### src/rtl/seq_detector_param.sv
// seq_detector_param: runtime-programmable serial bit-pattern detector.
// A pattern of 1..MAX_LEN bits (bit [len-1] first, bit [0] last) is matched
// against the accepted bits of a gated serial stream, in overlapping or
// non-overlapping mode. Each match gives a registered one-cycle dout pulse and
// bumps a saturating match counter.

module seq_detector_param #(
   parameter int                 MAX_LEN     = 8,
   parameter int                 CNT_W       = 8,
   parameter logic [MAX_LEN-1:0] PATTERN_RST = MAX_LEN'(8'b0001_0010),
   parameter int                 LEN_RST     = 5,
   parameter bit                 OVERLAP_RST = 1'b1
) (
   input  logic                       clk,
   input  logic                       rst,
   input  logic                       en,
   input  logic                       din,
   input  logic                       cfg_load,
   input  logic [MAX_LEN-1:0]         cfg_pattern,
   input  logic [$clog2(MAX_LEN):0]   cfg_len,
   input  logic                       cfg_overlap,
   input  logic                       cnt_clr,
   output logic                       dout,
   output logic [CNT_W-1:0]           match_cnt,
   output logic                       armed,
   output logic                       cfg_err
);

   localparam int LW = $clog2(MAX_LEN) + 1;

   typedef enum logic [1:0] {
      IDLE = 2'd0,
      FILL = 2'd1,
      RUN  = 2'd2
   } state_t;

   state_t               state, state_n;
   logic [MAX_LEN-1:0]   pat;
   logic [LW-1:0]        len;
   logic                 ovl;
   logic [MAX_LEN-1:0]   hist, hist_n, hist_shift, mask;
   logic [LW-1:0]        fill, fill_n, fill_inc;
   logic                 len_ok, cfg_ok, pat_eq, hit;

   // A length is usable only when it lies within 1..MAX_LEN.
   assign len_ok     = (len != '0) && (int'(len) <= MAX_LEN);
   assign cfg_ok     = (cfg_len != '0) && (int'(cfg_len) <= MAX_LEN);
   assign hist_shift = {hist[MAX_LEN-2:0], din};
   assign fill_inc   = fill + LW'(1);
   assign armed      = (state == RUN);

   // Build a mask of the low len bits and compare the post-shift history
   // against the pattern only inside that window.
   always_comb begin
      mask = '0;
      for (int i = 0; i < MAX_LEN; i++) begin
         mask[i] = (i < int'(len));
      end
      pat_eq = (((hist_shift ^ pat) & mask) == '0);
   end

   // Next-state logic: config load overrides everything, then per-state
   // handling of accepted bits, then the non-overlap restart after a match.
   always_comb begin
      state_n = state;
      hist_n  = hist;
      fill_n  = fill;
      hit     = 1'b0;
      if (cfg_load) begin
         hist_n  = '0;
         fill_n  = '0;
         state_n = cfg_ok ? FILL : IDLE;
      end else begin
         case (state)
            IDLE: begin
               if (len_ok) begin
                  state_n = FILL;
               end
            end
            FILL: begin
               if (en) begin
                  hist_n = hist_shift;
                  fill_n = fill_inc;
                  if (fill_inc == len) begin
                     state_n = RUN;
                     hit     = pat_eq;
                  end
               end
            end
            RUN: begin
               if (en) begin
                  hist_n = hist_shift;
                  hit    = pat_eq;
               end
            end
            default: begin
               state_n = IDLE;
            end
         endcase
         if (hit && !ovl) begin
            hist_n  = '0;
            fill_n  = '0;
            state_n = FILL;
         end
      end
   end

   // State, history and fill counter registers.
   always_ff @(posedge clk or posedge rst) begin
      if (rst) begin
         state <= IDLE;
         hist  <= '0;
         fill  <= '0;
      end else begin
         state <= state_n;
         hist  <= hist_n;
         fill  <= fill_n;
      end
   end

   // Configuration registers; an invalid length is still latched so the
   // block parks in IDLE until a valid load arrives.
   always_ff @(posedge clk or posedge rst) begin
      if (rst) begin
         pat     <= PATTERN_RST;
         len     <= LW'(LEN_RST);
         ovl     <= OVERLAP_RST;
         cfg_err <= 1'b0;
      end else if (cfg_load) begin
         pat     <= cfg_pattern;
         len     <= cfg_len;
         ovl     <= cfg_overlap;
         cfg_err <= !cfg_ok;
      end
   end

   // Registered match pulse and saturating match counter; clear beats a
   // simultaneous match.
   always_ff @(posedge clk or posedge rst) begin
      if (rst) begin
         dout      <= 1'b0;
         match_cnt <= '0;
      end else begin
         dout <= hit;
         if (cnt_clr) begin
            match_cnt <= '0;
         end else if (hit && (match_cnt != {CNT_W{1'b1}})) begin
            match_cnt <= match_cnt + CNT_W'(1);
         end
      end
   end

endmodule

### config.mk
export PLATFORM = sky130hd
export DESIGN_NAME = seq_detector_param
export DESIGN_NICKNAME = d
export VERILOG_FILES = /design/src/rtl/seq_detector_param.sv
export SDC_FILE = /design/constraint.sdc
export NUM_CORES = 1
export LEC_CHECK = 0
export ABC_AREA = 1
export CORE_ASPECT_RATIO = 1.2
export CORE_MARGIN = 2
export CORE_UTILIZATION = 58
export CTS_CLUSTER_SIZE = 14
export DETAILED_ROUTE_END_ITERATION = 10
export MAX_ROUTING_LAYER = met4
export PLACE_DENSITY = 0.85
export SYNTH_ARGS = -nofsm -noshare
export SYNTH_HDL_FRONTEND = slang
export SYNTH_SLANG_ARGS = --single-unit
### constraint.sdc
create_clock -name clk -period 3.2 [get_ports clk]
set_input_delay 0.64 -clock clk [delete_from_list [all_inputs] [get_ports clk]]
set_output_delay 0.64 -clock clk [all_outputs]
set_load 0.005 [all_outputs]
After elaboration in Yosys (flattened, before gate mapping)
Cells that the tools add are included.

Register bits after elaboration: 36. Bits of input ports: 19. Logic and storage cells: 72.

Add/sub/neg operators: 2. Order comparisons: 10. Eq/ne operators: 8. Mux-type cells: 23. Bitwise logic cells: 2. Reduce and logical (&&, ||, !) cells: 18.

Operators by type and width (count): two-way mux 7 bit (4); less-than comparator 3 x 4 -> 1 bit (first input constant) (4); two-way mux 4 bit (4); two-way mux 8 bit (2); != test 4 bit (second input constant) (3); two-way mux 2 bit (5); nonzero test 3 bit (3); adder 8 x 1 -> 8 bit (second input constant) (1); AND 8 bit (1); <= comparator 4 bit (second input constant) (2); zero test 8 bit (1); less-than comparator 1 x 4 -> 1 bit (first input constant) (2); less-than comparator 2 x 4 -> 1 bit (first input constant) (2); != test 8 bit (second input constant) (1); nonzero test 4 bit (2); bitwise XOR 8 bit (1); two-way mux 1 bit (6); case mux 2 bit (3 select lines) (1); adder 4 x 1 -> 4 bit (second input constant) (1); == test 4 bit (1); logical AND 1 bit (4); AND reduction 2 bit (2); AND reduction 4 bit (1); != test 3 x 2 -> 1 bit (second input constant) (1); 7 further kinds (8).

Longest topological paths before layout
Gate-level depths: netlist of run 1.

Depth in word-level cells: 11. Depth in mapped cells: 15. Mapped depth without buffers: 15.

Worst setup path before layout of run 1
OpenSTA, ideal clock, no wires.

Path kind: reg-to-reg. From: register fill[0]. To: register match_cnt[0]. Data arrival time: 1.614 ns. Slack: 1.468 ns. Stages on the path, launching flop included: 13. Period minus slack after synthesis: 1.732 ns. Cells stage by stage: dfrtp_1 > ha_1 > inv_1 > nand2_1 > nand4_1 > nor2_1 > nand2_1 > nand2_1 > nand2_2 > nor2_4 > nand2_4 > xor2_1 > nor2_2.

Cells in the longest elaborated chain, start to end: 9.

RTL lines: from (decl) (line 42) `logic [LW-1:0] fill, fill_n, fill_inc;`; from (signal assigned) (line 117) `fill <= fill_n;`; adder 4 x 1 -> 4 bit (line 49) `assign fill_inc = fill + LW'(1);`; == test 4 bit (line 84) `if (fill_inc == len) begin`; two-way mux 1 bit (line 84); two-way mux 1 bit (line 81) `if (en) begin`; case mux 1 bit (2 select lines) (line 74) `case (state)`; two-way mux 1 bit (2 in a row) (line 69) `if (cfg_load) begin`; net hit (line 43) `logic len_ok, cfg_ok, pat_eq, hit;`; logical AND 1 bit (line 147) `end else if (hit && (match_cnt != {CNT_W{1'b1}})) begin`; nonzero test 2 bit (no source line); to (signal assigned) (line 148) `match_cnt <= match_cnt + CNT_W'(1);`; to (decl) (line 24) `output logic [CNT_W-1:0] match_cnt,`.

The timed path passes the listed nets, and every way through them passes these cells. The select of a mux whose other input is x is not followed. A chain may end at the register's enable or synchronous reset.

Worst setup path after layout of run 1
From: register state[0]. To: output armed.

Cells in the longest elaborated chain, start to end: 1.

RTL lines: from (decl) (line 37) `state_t state, state_n;`; from (signal assigned) (line 115) `state <= state_n;`; == test 2 bit (line 50) `assign armed = (state == RUN);`; to (decl) (line 25) `output logic armed,`.

Every way passes these cells.

==> results of run 1 <==
[cell usage after synthesis, types with 2 or more instances]
cell | n | area, um^2
dfrtp_1 | 31 | 776
xor2_1 | 4 | 35.0
clkbuf_1 | 3 | 11.3
nand2_1 | 96 | 360
inv_1 | 38 | 143
o21ai_0 | 12 | 60.1
nand4_1 | 4 | 25.0
nand3_1 | 20 | 100
inv_2 | 6 | 22.5
o22ai_1 | 7 | 43.8
nand2_2 | 5 | 31.3
nor2_4 | 2 | 22.5
o21ai_1 | 5 | 25.0
ha_1 | 5 | 62.6
dfstp_2 | 5 | 131
nor2_2 | 5 | 31.3
nor2_1 | 20 | 75.1
[cell usage in the layout, fill, tap and decap left out]
cell and count:
o21ai_0 12, or3_1 1, nand2_4 1, clkbuf_1 2, a211oi_1 1, nor2_2 5, o22ai_1 7, clkinv_1 1
clkdlybuf4s50_1 29, ha_1 5, a21oi_1 1, clkinv_2 1, nand3_1 20, nor3b_1 1, buf_4 2, xor2_1 4
o21ai_2 1, o21ai_1 5, nor2_4 2, a31oi_1 1, clkbuf_8 5, dfrtp_1 31, nand3_2 1, inv_1 38
xnor2_1 1, nor2_1 20, inv_2 6, nand2_1 96, dfstp_2 5, nand2_2 5, nand4_1 4
[power by group through the flow]
stage	Combinational (mW)	Sequential (mW)	Clock (mW)
final	0.367	0.548	0.318
after global placement	0.351	0.552	0
after detailed placement	0.360	0.553	0
after CTS	0.365	0.547	0.319
after global routing	0.413	0.555	0.337
after floorplan	0.262	0.543	0
[metal layers]
metal | global-route usage | wire (um) | up-vias
met5 | - | 0 | -
met4 | 0.119 | 108 | 0
met3 | 0.0709 | 205 | 13
met2 | 0.459 | 2330 | 50
met1 | 0.284 | 1940 | 849
li1 | - | - | 934
[area by class of cell]
type / instances / share of cell area
Sequential cell: 36 / 0.370
Inverter: 45 / 0.0689
Multi-Input combinational cell: 194 / 0.385
Tap cell: 37 / 0.0189
Clock buffer: 7 / 0.0311
Timing Repair Buffer: 31 / 0.124
Clock inverter: 1 / 0.00204
[kinds of logic after synthesis]
group | Yosys count | synth area share
xor gates and xnor gates | 5 | 0.0216
adders and majority gates | 5 | 0.0308
and+or+nand+nor | 156 | 0.335
buffers and inverters | 48 | 0.0887
DFF | 36 | 0.447
AOI/OAI and AO/OA | 28 | 0.0770
[registers in the layout (all words and copies together), names as in the netlist]
name	flops
dout	1
cfg_err	1
state	2
match_cnt	8
hist	7
fill	4
ovl	1
len	4
pat	8
[path summary, 6_finish.rpt]
path	cells past startpoint	slack [ns]	end
max reg2reg	12	1.23	hist[4]
max in group asynchronous	3	2.09	ovl
min	2	0.50	fill[3]
min reg2reg	2	0.50	fill[3]
max	3	1.08	armed
min in group asynchronous	3	0.77	match_cnt[1]
[tightest hold or removal path, stage by stage (launching register included)]
cell,delay (ns)
dfrtp_1,0.37
nand2_1,0.06
nand2_1,0.05
==> results.py, run 1 <==
metrics = {
    "synthesis": {
        "yosysWarningCount": 0,
        "ys_types": 27,
        "synthesis.area_um2": 2030,
        "seq_area_frac_synth": 0.447,
        "syn_inst": 278,
        "syn_avg_cell_area_um2": 7.30,
        "async_reset_ff_frac": 1.00,
        "synth-edff-count": 0,
        "synth_ff_type": "dfrtp_1",
        "ys_ff_latch": 36,
        "synth_nets": 302,
    },
    "floorplan": {
        "ioPinCount": 30,
        "rows": 23,
        "core_um2": 3340,
        "initial_core_util": 0.608,
        "fp.dieArea_um2": 3990,
        "die_width_um": 58.0,
        "die_h_um": 68.8,
    },
    "timing": {
        "fin_tns_setup_ns": 0,
        "clock_skew_ns": 0.00874,
        "fmax_mhz": 473,
        "post-route-period-util": 0.661,
        "holdWs_ns": 0.503,
        "hold_violations": 0,
        "tightest_slew_ns": 0.451,
        "rsz0062_at_grt": "false",
        "maxSlewHeadroom": 0.700,
        "min_period_ns": 2.12,
        "worst_slack_ns": 1.08,
        "finalSetupViolations": 0,
        "drv_slew": 0,
    },
    "global_route": {
        "grt_pass1_wl_um": 7750,
        "grt_max_degree": 37,
        "antenna_found_initial": 0,
        "grt_pass1_vias": 1795,
        "gr-usage-all-layers": 0.264,
        "overflow": 0,
    },
    "finish": {
        "multiInputGateArea_um2": 943,
        "final_area_um2": 2450,
        "regArea_um2": 907,
        "syn_to_final_growth_pct": 20.8,
        "final-instance-count-excl-fill": 351,
        "antenna_cells": 0,
        "fill_cells": 265,
        "nets": 337,
        "fin_util": 0.735,
        "drive_gt1_frac": 0.108,
    },
    "setup_path": {
        "cp_slowest_stage_delay_ns": 0.51,
        "end_kind": "primary output",
        "crit_path_top_delay_cell": "clkdlybuf4s50_1",
        "cpLargestDelayFamily": "buffers and inverters",
        "crit_path_max_fanout": 3,
        "worstPathArrival_ns": 1.48,
        "crit_chain": "inv_1 -> ha_1 -> clkdlybuf4s50_1",
        "path_buf_inv": 2,
        "r2r-start": "fill[0]",
        "required_ns": 2.56,
        "start_kind": "flip-flop",
        "criticalPathCategory": "reg2out",
        "crit_start": "state[0]",
    },
    "detailed_routing": {
        "drcViolationCount": 0,
        "firstDrtPassIters": 4,
        "antenna_left": 0,
        "first_iter_violations": 98,
        "vias": 1846,
        "vias_per_cell": 5.26,
        "wl_per_cell_um": 13.0,
        "drt_wl_total_um": 4580,
    },
    "placed_design": {
        "place_ws_ns": 0.876,
        "placed_area_um2": 2370,
        "dp_hpwl_um": 3260,
        "gp_congestion": 0.856,
        "io_buffers": 29,
        "place_inst": 343,
    },
    "power_and_ir_drop": {
        "leakage_nw": 1.23,
        "p_switching_uw": 438,
        "power_frac_clock": 0.258,
        "power_density_nw_per_um2": 503,
        "switching_share": 0.355,
        "p_int_uw": 795,
        "total_power_mw": 1.23,
        "irDropWorstVdd_v": 0.000334,
        "pwr-share-seq": 0.445,
        "power_frac_comb": 0.297,
    },
    "job": {
        "max-cap-violations": 0,
    },
    "clock_network": {
        "cts.sinks": 36,
        "cts_root_buf": "clkbuf_8",
        "clk_pin_slew_worst_paths_ns": 0.06,
        "numCtsBuffers": 5,
        "postCtsResizedCells": 0,
        "clock_path_buffers": 2,
        "postCtsSetupRepairBufs": 0,
        "cts_tree": "done",
        "clk_latency_ns": 0.29,
        "hold_buffers": 0,
        "htree_levels": 2,
    },
    "min_path": {
        "min-delay-start": "fill[3]",
        "hold_path_class": "reg2reg",
    },
    "outcome": {
        "status": "complete, no violations",
    },
}
Note: power is estimated with default switching activity, not from simulation.
==> inputs of run 2 (changes only) <==
CORE_UTILIZATION = 54   (was 58)
PLACE_DENSITY = 0.8   (was 0.85)
clock period = 2.1 ns   (was 3.2 ns; I/O delays follow)
==> results.py, run 2 (synthesized netlist as in run 1, its figures left out) <==
metrics = {
    "detailed_routing": {
        "drt_wl_total_um": 4290,
        "first_iter_violations": 45,
        "drcViolationCount": 0,
        "route.met3.wl_um": 130,
        "wl_met2_um": 2240,
        "wl_met1_um": 1880,
        "firstDrtPassIters": 4,
        "vias_per_cell": 4.88,
        "top_layer": "met4",
        "antenna_left": 0,
        "vias": 1796,
        "wl_per_cell_um": 11.6,
    },
    "floorplan": {
        "initial_core_util": 0.559,
        "core_um2": 3630,
        "die_h_um": 71.2,
        "fp.dieArea_um2": 4270,
        "ioPinCount": 30,
        "rows": 24,
        "die_width_um": 60.0,
    },
    "clock_network": {
        "htree_levels": 2,
        "cts.sinks": 36,
        "clk_pin_slew_worst_paths_ns": 0.07,
        "cts_root_buf": "clkbuf_8",
        "numCtsBuffers": 5,
        "clk_latency_ns": 0.29,
        "hold_buffers": 0,
        "clock_path_buffers": 2,
        "cts_tree": "done",
    },
    "placed_design": {
        "gp_congestion": 0.836,
        "place_inst": 360,
        "io_buffers": 29,
        "dp_hpwl_um": 3140,
    },
    "timing": {
        "drv_slew": 0,
        "post-route-period-util": 0.912,
        "rsz0062_at_grt": "false",
        "tightest_slew_ns": 0.446,
        "fin_tns_setup_ns": 0,
        "finalSetupViolations": 0,
        "fmax_mhz": 522,
        "maxSlewHeadroom": 0.702,
        "hold_violations": 0,
        "min_period_ns": 1.92,
        "clock_skew_ns": 0.00568,
    },
    "power_and_ir_drop": {
        "pwr-share-seq": 0.422,
        "leakage_nw": 1.25,
        "power_density_nw_per_um2": 779,
        "p_switching_uw": 660,
        "switching_share": 0.338,
        "power_frac_comb": 0.295,
        "irDropWorstVdd_v": 0.000596,
        "power_frac_clock": 0.282,
        "p_int_mw": 1.29,
    },
    "global_route": {
        "grt_max_degree": 37,
        "grt_pass1_vias": 1741,
        "gr-usage-all-layers": 0.241,
        "antenna_found_initial": 0,
        "overflow": 0,
        "grt_pass1_wl_um": 7490,
    },
    "finish": {
        "mostFrequentLayoutCell": "nand2_1",
        "final_cell_mix": "96 x nand2_1, 38 x inv_1, 31 x dfrtp_1, 29 x clkdlybuf4s50_1, 20 x nand3_1",
        "nets": 339,
        "drive_gt1_frac": 0.120,
        "antenna_cells": 0,
        "reg_top3": "match_cnt: 8 flops, pat: 8 flops, hist: 7 flops",
        "fill_cells": 335,
        "final-instance-count-excl-fill": 368,
        "syn_to_final_growth_pct": 23.5,
    },
    "setup_path": {
        "criticalPathCategory": "reg2reg",
        "worstPathArrival_ns": 2.09,
        "crit_path_max_fanout": 7,
        "r2r-start": "fill[1]",
        "crit_start": "fill[1]",
        "reg2regPathDepth": 12,
        "end_kind": "flip-flop",
        "required_ns": 2.27,
        "start_kind": "flip-flop",
    },
    "min_path": {
        "min_path_cells": 2,
        "hold_path_class": "reg2reg",
        "min-delay-start": "cfg_err",
    },
    "outcome": {
        "status": "complete, no violations",
    },
    "job": {
        "max-cap-violations": 0,
    },
}
==> run 2: changes by cell type in the layout (fill, tap and decap cells not counted) <==
cell	delta
clkinv_2	-1
clkbuf_1	-1
nor2_2	+1
clkbuf_8	+2
nor2_1	-1
buf_4	+2
==> run 2: worst max-delay path, cell delays in order, from the launching register on <==
cell and delay [ns]:
dfrtp_1 0.42, ha_1 0.35, inv_1 0.05, nand2_1 0.05, nand4_1 0.09, nor2_1 0.11
nand2_1 0.09, nand2_1 0.12, nand3_2 0.11, nand2_2 0.13, inv_2 0.06, nand2_2 0.13
o22ai_1 0.09
==> run 2: layer usage <==
metal,up-vias,global-route usage
met5,-,-
met1,826,0.280
met4,0,0.0815
li1,939,-
met3,4,0.0658
met2,27,0.394
==> run 2: cell type report <==
| class | count | area (um^2) | share of cell area |
|---|---|---|---|
| Multi-Input combinational cell | 194 | 946 | 0.377 |
| Sequential cell | 36 | 907 | 0.362 |
| Timing Repair Buffer | 33 | 320 | 0.128 |
| Inverter | 45 | 169 | 0.0674 |
| Clock buffer | 8 | 100 | 0.0399 |
| Tap cell | 52 | 65.1 | 0.0259 |
==> run 2: per-stage QoR <==
step	setup slack, ns	hold WS (ns)	utilization	power (mW)	cell area [um^2]
2_1_floorplan	0.368	0.461	-	1.23	2030
3_3_place_gp	0.0496	0.474	0.662	1.40	2400
3_5_place_dp	0.0104	0.472	0.662	1.41	2400
4_1_cts	0.178	0.496	0.689	1.96	2500
5_1_grt	0.0158	0.513	0.690	2.10	2510
6_report	0.185	0.494	0.690	1.95	2510
==> run 2: power by group through the flow <==
| stage | clock (mW) | sequential, mW | combinational, mW |
|---|---|---|---|
| after floorplan | 0 | 0.828 | 0.399 |
| after global placement | 0 | 0.834 | 0.566 |
| after detailed placement | 0 | 0.836 | 0.572 |
| after CTS | 0.561 | 0.824 | 0.577 |
| after global routing | 0.596 | 0.833 | 0.668 |
| final | 0.552 | 0.825 | 0.577 |
==> run 2: timing repair <==
| action | in CTS | in global routing |
|---|---|---|
| endpoints found under the setup margin | 0 | 1 |
| resized for setup | 0 | 1 |
| setup buffers | 0 | 0 |
==> run 2: final timing paths <==
path / endpoint / slack [ns]
min in group asynchronous: hist[2] / 0.52
setup / recovery: hist[1] / 0.18
hold / removal: cfg_err / 0.49
hold reg to reg: cfg_err / 0.49
max in group asynchronous: ovl / 1.23
setup reg to reg: hist[1] / 0.18
==> inputs of run 3 (changes only) <==
SETUP_SLACK_MARGIN = 0.4   (was default)
==> results.py, run 3 (synthesized netlist as in run 1, its figures left out) <==
metrics = {
    "timing": {
        "post-route-period-util": 0.937,
        "min_period_ns": 1.97,
        "rsz0062_at_grt": "true",
        "tightest_slew_ns": 0.461,
        "drv_slew": 0,
        "fin_tns_setup_ns": 0,
        "maxSlewHeadroom": 0.693,
        "fmax_mhz": 508,
        "finalSetupViolations": 0,
        "hold_violations": 0,
        "clock_skew_ns": 0.00688,
    },
    "power_and_ir_drop": {
        "power_density_nw_per_um2": 815,
        "leakage_nw": 1.35,
        "irDropWorstVdd_v": 0.000588,
    },
    "placed_design": {
        "dp_hpwl_um": 3260,
        "io_buffers": 29,
        "place_inst": 360,
        "gp_congestion": 0.864,
    },
    "outcome": {
        "status": "complete, no violations",
    },
    "finish": {
        "final_cell_mix": "85 x nand2_1, 35 x inv_1, 28 x dfrtp_1, 28 x clkdlybuf4s50_1, 16 x nand3_1",
        "mostFrequentLayoutCell": "nand2_1",
        "drive_gt1_frac": 0.280,
        "regArea_um2": 911,
        "multiInputGateArea_um2": 1170,
        "fill_cells": 246,
        "antenna_cells": 0,
        "syn_to_final_growth_pct": 39.2,
        "nets": 352,
        "final-instance-count-excl-fill": 381,
        "reg_top3": "match_cnt: 8 flops, pat: 8 flops, hist: 7 flops",
    },
    "setup_path": {
        "start_kind": "input pin",
        "r2r_setup_slack_ns": 0.15,
        "crit_path_max_fanout": 5,
        "r2r-start": "state[1]",
        "crit_start": "en",
        "criticalPathCategory": "in2reg",
        "required_ns": 2.28,
        "worstPathArrival_ns": 2.15,
        "end_kind": "flip-flop",
        "reg2reg_to": "match_cnt[0]",
        "reg2regPathDepth": 13,
    },
    "clock_network": {
        "clk_pin_slew_worst_paths_ns": 0.08,
        "cts.sinks": 36,
        "numCtsBuffers": 5,
        "htree_levels": 2,
        "hold_buffers": 0,
        "cts_tree": "done",
        "clock_path_buffers": 2,
        "cts_root_buf": "clkbuf_8",
        "clk_latency_ns": 0.29,
    },
    "global_route": {
        "grt_pass1_vias": 1911,
        "gr-usage-all-layers": 0.270,
        "grt_max_degree": 37,
        "overflow": 0,
        "grt_pass1_wl_um": 8440,
        "antenna_found_initial": 0,
    },
    "min_path": {
        "min_path_cells": 2,
        "whs_endpoint": "pat[4]",
        "min-delay-start": "pat[4]",
        "hold_path_class": "reg2reg",
    },
    "floorplan": {
        "initial_core_util": 0.559,
        "die_width_um": 60.0,
        "die_h_um": 71.2,
        "ioPinCount": 30,
        "fp.dieArea_um2": 4270,
        "rows": 24,
        "core_um2": 3630,
    },
    "job": {
        "max-cap-violations": 0,
    },
    "detailed_routing": {
        "firstDrtPassIters": 5,
        "drt_wl_total_um": 5420,
        "drcViolationCount": 0,
        "first_iter_violations": 92,
        "wl_per_cell_um": 14.2,
        "vias_per_cell": 5.22,
        "vias": 1989,
        "antenna_left": 0,
    },
}
run 3: changes by cell type in the layout (fill, tap and decap cells not counted), sizes merged:
cell           change
buf               +12
clkdlybuf4s50      -1
inv                +1
clkbuf             -1
nand2              +1
clkinv             +1
run 3: worst max-delay path by stage:
stage                         endpoint  depth (start not counted)  slack, ns
after floorplan           match_cnt[0]                         13       0.40
after global placement    match_cnt[0]                         12       0.06
after detailed placement  match_cnt[0]                         12      -0.02
after CTS                      hist[3]                         14       0.27
after global routing          state[0]                         14       0.03
final                     match_cnt[0]                         12       0.13
run 3: metrics by stage:
stage | hold slack (ns) | utilization | power [mW] | worst slack [ns] | cell area [um^2]
floorplan | 0.461 | - | 1.24 | 0.398 | 2050
global placement | 0.476 | 0.666 | 1.42 | 0.0593 | 2420
detailed placement | 0.472 | 0.666 | 1.43 | -0.0246 | 2420
CTS | 0.501 | 0.736 | 2.12 | 0.271 | 2670
global route | 0.534 | 0.778 | 2.43 | 0.0334 | 2830
finish | 0.499 | 0.778 | 2.31 | 0.132 | 2830
run 3: what timing repair did:
| action | 4_1_cts | 5_1_grt |
|---|---|---|
| pin swaps | 5 | 14 |
| endpoints found under the setup margin | 22 | 26 |
| resized for setup | 22 | 37 |
| buffers inserted | 9 | 3 |
| gates cloned | 1 | 0 |
run 3: report_power, final:
| group | leakage, nW | internal (mW) | total (mW) | switching, mW |
|---|---|---|---|---|
| registers | 0.460 | 0.768 | 0.831 | 0.0636 |
| clock network | 0.0510 | 0.262 | 0.518 | 0.256 |
| logic | 0.836 | 0.419 | 0.955 | 0.536 |
run 3: per-layer routing:
metal / GRT usage / vias to the layer above / wire (um)
met1: 0.300 / 958 / 2140
met4: 0.123 / 0 / 174
met3: 0.0585 / 18 / 177
met5: - / - / 0
met2: 0.450 / 50 / 2930
li1: - / 963 / -
run 3: area by class of cell:
class / count / share of cell area
sequential: 36 / 0.322
clock buffer: 6 / 0.0292
inverter: 45 / 0.0642
clock inverter: 2 / 0.00354
tap: 52 / 0.0230
multi-input combinational: 195 / 0.413
timing repair buffer: 45 / 0.145
run 3: worst max-delay path, stage by stage:
cell and delay (ns):
clkdlybuf4s50_1 0.57, nand2_4 0.08, inv_4 0.07, nand2_4 0.05, nor2_4 0.14, nand2_4 0.07
nor2_4 0.13, nand2_2 0.08, nor2_4 0.18, nand2_4 0.12, xor2_2 0.17, nor2_2 0.04
==> RTL edit 1 (config.mk and constraints of run 3) <==
Register the output `match_cnt` once more; this adds one clock of latency there. The other outputs are not delayed to match.
--- a/src/rtl/seq_detector_param.sv
+++ b/src/rtl/seq_detector_param.sv
@@ -33,6 +33,8 @@
       FILL = 2'd1,
       RUN  = 2'd2
    } state_t;
+
+   logic [CNT_W-1:0] match_cnt_s0;
 
    state_t               state, state_n;
    logic [MAX_LEN-1:0]   pat;
@@ -139,16 +141,20 @@
    always_ff @(posedge clk or posedge rst) begin
       if (rst) begin
          dout      <= 1'b0;
-         match_cnt <= '0;
+         match_cnt_s0 <= '0;
       end else begin
          dout <= hit;
          if (cnt_clr) begin
-            match_cnt <= '0;
-         end else if (hit && (match_cnt != {CNT_W{1'b1}})) begin
-            match_cnt <= match_cnt + CNT_W'(1);
+            match_cnt_s0 <= '0;
+         end else if (hit && (match_cnt_s0 != {CNT_W{1'b1}})) begin
+            match_cnt_s0 <= match_cnt_s0 + CNT_W'(1);
          end
       end
    end
 
+   always_ff @(posedge clk) begin
+      match_cnt <= match_cnt_s0;
+   end
+
 endmodule
 
Function: changed (Yosys sat finds a counterexample within 4 cycles, from zero or initial values and one cycle with rst high).
==> RTL edit 1 against run 3 <==
Register-to-register slack improved by 110 ps. Via count grew 4.0%. Power is 9.6% higher. Sequential cell count up 8. Cell area grew 6.3%. Wire length down 5.1%. Synthesized area grew 13%. Worst setup slack gained 130 ps. Critical endpoint is now match_cnt_s0[6]. Die area is 13% higher.
==> RTL edit 1: results (changes against run 3) <==
global_routing:
  grt_pass1_vias: 1905  # -0.31%
  grt_pass1_wl_um: 8576  # +1.6%
  track_usage: 0.2371  # -0.03255
detailed_routing:
  wl_per_cell_um: 12.58  # -12%
  drt_iter0_drc: 121  # +32%
  num_vias: 2068  # +4.0%
  dr.pass1.iters: 4  # -1
  wirelength_um: 5145  # -5.1%
sta:
  layout_setup_ws_ps: 259.7  # +127.4 ps
  finClkSkew_ps: 8.147  # +1.269 ps
  drv_slew: 0  # unchanged
  worstMarginPinSlew_ps: 453.4  # -7.698 ps
cells_and_area:
  buf_share: 0.1444  # -0.0002874
  buffers: 49  # +8.9%
  n_all_inverters: 40  # -11%
  seq_area_sq_mm: 0.001071  # +18%
  final_layout_size_suffix_gt1_frac: 0.2181  # -0.06150
  area_growth_syn_to_layout_pct: 30.60
  clockNetworkAreaShare: 0.03829  # +0.005542
  n_fill_cell: 337  # +37%
  multi_input_area_share: 0.3878  # -0.02542
yosys:
  ys_seq_area_frac: 0.4636  # +0.01688
  synthArstFlopShare: 0.8182  # -0.1818
  synthTopCellsByCount: "nand2_1 (110), inv_1 (38), dfrtp_1 (31)"
  synthXorXnorAreaFrac: 0.01902  # -0.002543
  synth.top_cells.by_area: "dfrtp_1 (34%), nand2_1 (18%), dfxtp_1 (7.0%)"
  synth_compound_area_frac: 0.07337  # -0.003648
  ys_types: 33  # +22%
critical_path:
  cpPeakStageDelay_ps: 440  # -130 ps
  path_max_fanout: 7  # +2
  reg2reg_from: "fill[0]"
  critical_path.slowest_cell: "dfrtp_2"
  worstPathArrival_ps: 2080  # -70 ps
  crit_type: "reg2reg"
  crit_path_start: "fill[0]"
outcome:
  status: "completed"
worst_hold_path:
  hp-start: "match_cnt_s0[7]"
  hold_depth: 0  # -2
  whs_endpoint: "match_cnt[7]"
place:
  hpwl_um: 3548  # +8.8%
  placedInstanceArea_sq_mm: 0.002695  # +11%
  preCtsSetupSlack_ps: -39.57  # -14.96 ps
  place.gp.congestion: 0.8870  # +2.6%
power:
  seq-power_mw: 0.998  # +20%
  peakVddDrop_mv: 0.5919  # +0.74%
  swShare: 0.3303  # -0.04115
  p_leak_nw: 1.448  # +7.5%
  combPwrFrac: 0.344  # -0.070
floorplan:
  dieArea_sq_mm: 0.004804  # +13%
cts:
  cts_sinks: 44  # +22%
==> RTL edit 1: changes by cell type in the layout (fill, tap and decap cells not counted), moves of 4 or more <==
cell     change
nand2_1     +15
inv_1        -4
o22ai_2      -7
nand3_1     +10
buf_4        +5
dfxtp_1      +8
nor2_2       -7
==> RTL edit 1: per-stage QoR <==
stage | setup TNS [ps] | power, mW
finish | 0 | 2.527
global route | 0 | 2.676
CTS | 0 | 2.471
detailed placement | -139.2 | 1.659
global placement | 0 | 1.640
floorplan | 0 | 1.471
==> RTL edit 1: layer usage <==
layer	vias to the layer above	share of wire	GRT usage
li1	1049	-	-
met3	8	0.031	0.04579
met2	32	0.53	0.4304
met4	0	0.013	0.07971
met1	979	0.42	0.2653
met5	-	0	-
==> RTL edit 1: timing repair <==
| action | 4_1_cts | 5_1_grt |
|---|---|---|
| hold endpoints to repair | 0 | 0 |
| endpoints found under the setup margin | 22 | 22 |
| pin swaps | 9 | 4 |
| resized for setup | 10 | 24 |
| cloned | 1 | 0 |
| buffers inserted | 12 | 4 |
==> RTL edit 2 (config.mk and constraints of run 3) <==
Without the edit above. `OVERLAP_RST`: 1'b1 -> 1'b0.
--- a/src/rtl/seq_detector_param.sv
+++ b/src/rtl/seq_detector_param.sv
@@ -9,7 +9,7 @@
    parameter int                 CNT_W       = 8,
    parameter logic [MAX_LEN-1:0] PATTERN_RST = MAX_LEN'(8'b0001_0010),
    parameter int                 LEN_RST     = 5,
-   parameter bit                 OVERLAP_RST = 1'b1
+   parameter bit                 OVERLAP_RST = 1'b0
 ) (
    input  logic                       clk,
    input  logic                       rst,
Behaviour: not the same (Yosys sat finds a counterexample within 10 cycles, from zero or initial values and one cycle with rst high).
==> RTL edit 2 against run 3 <==
Cell area shrank 6.0%. Non-clock buffer count shrank 7. Power shrank 7.2%. Combinational power shrank 21%. Worst setup slack gained 130 ps. Wire length shrank 16%. Synthesized area is essentially flat. Synthesized cell count is the same. Count of clock-buffer cells in the layout grew 2. Sequential cell count is the same. First-iteration DRC count shrank 6.5%. Die area is essentially flat. Via count shrank 6.9%. Critical endpoint unchanged.
==> RTL edit 2: results (changes against run 3) <==
outcome:
  status: "completed"
place:
  hpwl_um: 3201  # -1.8%
  portBuffers: 29  # unchanged
  place.gp.congestion: 0.8759  # +1.4%
  place_inst: 361  # +0.28%
  preCtsSetupSlack_ps: 45.36  # +69.97 ps
power:
  p_leak_nw: 1.329  # -1.3%
  peakVddDrop_mv: 0.5803  # -1.2%
sta:
  slew_headroom: 0.6931  # about the same
cells_and_area:
  fin_nets: 345  # -2.0%
  fin_cells: 374  # -1.8%
  final_layout_size_suffix_gt1_frac: 0.1925  # -0.08709
  n_fill_cell: 278  # +13%
detailed_routing:
  drt_iter0_drc: 86  # -6.5%
  num_vias: 1852  # -6.9%
  wl_per_cell_um: 12.23  # -14%
  dr.pass1.iters: 4  # -1
yosys:
  synthTopCellsByCount: "nand2_1 (96), inv_1 (38), dfrtp_1 (32)"
  synth.top_cells.by_area: "dfrtp_1 (39%), nand2_1 (18%), inv_1 (7.0%)"
  yosys_warnings: 0  # unchanged
global_routing:
  track_usage: 0.2396  # -0.03007
  use_met2: 0.3877  # -0.06280
  grt_pass1_vias: 1731  # -9.4%
  grt_pass1_wl_um: 7548  # -11%
  use_met1: 0.2913  # -0.008203
  use_met3: 0.05119  # -0.007313
## RTL edit 2: stage by stage
step,hold slack (ps),cell area [sq um]
CTS,500.7,2557
global route,520.5,2659
detailed placement,470.3,2426
finish,504.2,2659
floorplan,461.3,2044
global placement,480.3,2426
## RTL edit 2: report_power, final
group / switching (mW) / internal, mW
Combinational: 0.425 / 0.335
Clock: 0.246 / 0.299
Sequential: 0.0658 / 0.768
Total: 0.737 / 1.40
## RTL edit 2: kinds of logic (layout without fill, tap and decap cells)
kind of cell	count (synthesis)	after routing	synth area share
flops	36	36	0.4464
buf+inv	48	91	0.08878
xor+xnor	5	5	0.02158
compound gates	28	28	0.07707
simple gates	156	157	0.3354
fa+ha+maj	5	5	0.03083
## RTL edit 2: routing by layer
layer / up-vias / share of wire
met5: - / 0
met4: 0 / 0.021
met3: 10 / 0.027
met2: 27 / 0.51
met1: 866 / 0.45
li1: 949 / -
## RTL edit 2: timing repair
item	4_1_cts	5_1_grt
setup buffers	1	3
endpoints found under the hold margin	0	0
cloned	0	1
pin swaps	1	7
resized for setup	7	20
setup endpoints to repair	22	26
## RTL edit 2: final timing paths
check	startpoint	to	slack, ps	cells after the start
min	cfg_err	cfg_err	500	2
min in group asynchronous	rst	pat[6]	540	3
min reg2reg	cfg_err	cfg_err	500	2
max in group asynchronous	rst	len[2]	1220	3
max reg2reg	state[1]	match_cnt[0]	270	13
max	state[1]	match_cnt[0]	270	13
## RTL edit 2: critical path: stages (launching register included)
cell     delay (ps)
dfrtp_1         400
inv_2            70
ha_4            270
nand2_4          40
inv_2            60
nand2_2          50
nor2_2           90
nand2_2          70
nor2_4          120
nand2_2          70
nor2_4          170
nand2_4         110
xor2_2          150
nor2_2           40
## RTL edit 2: final cells by class
type / count / area (sq um) / area share
Clock buffer: 8 / 100.1 / 0.03765
Inverter: 45 / 168.9 / 0.06353
Multi-Input combinational cell: 195 / 1051 / 0.3953
Sequential cell: 36 / 907.1 / 0.3412
Tap cell: 52 / 65.06 / 0.02447
Timing Repair Buffer: 38 / 366.6 / 0.1379
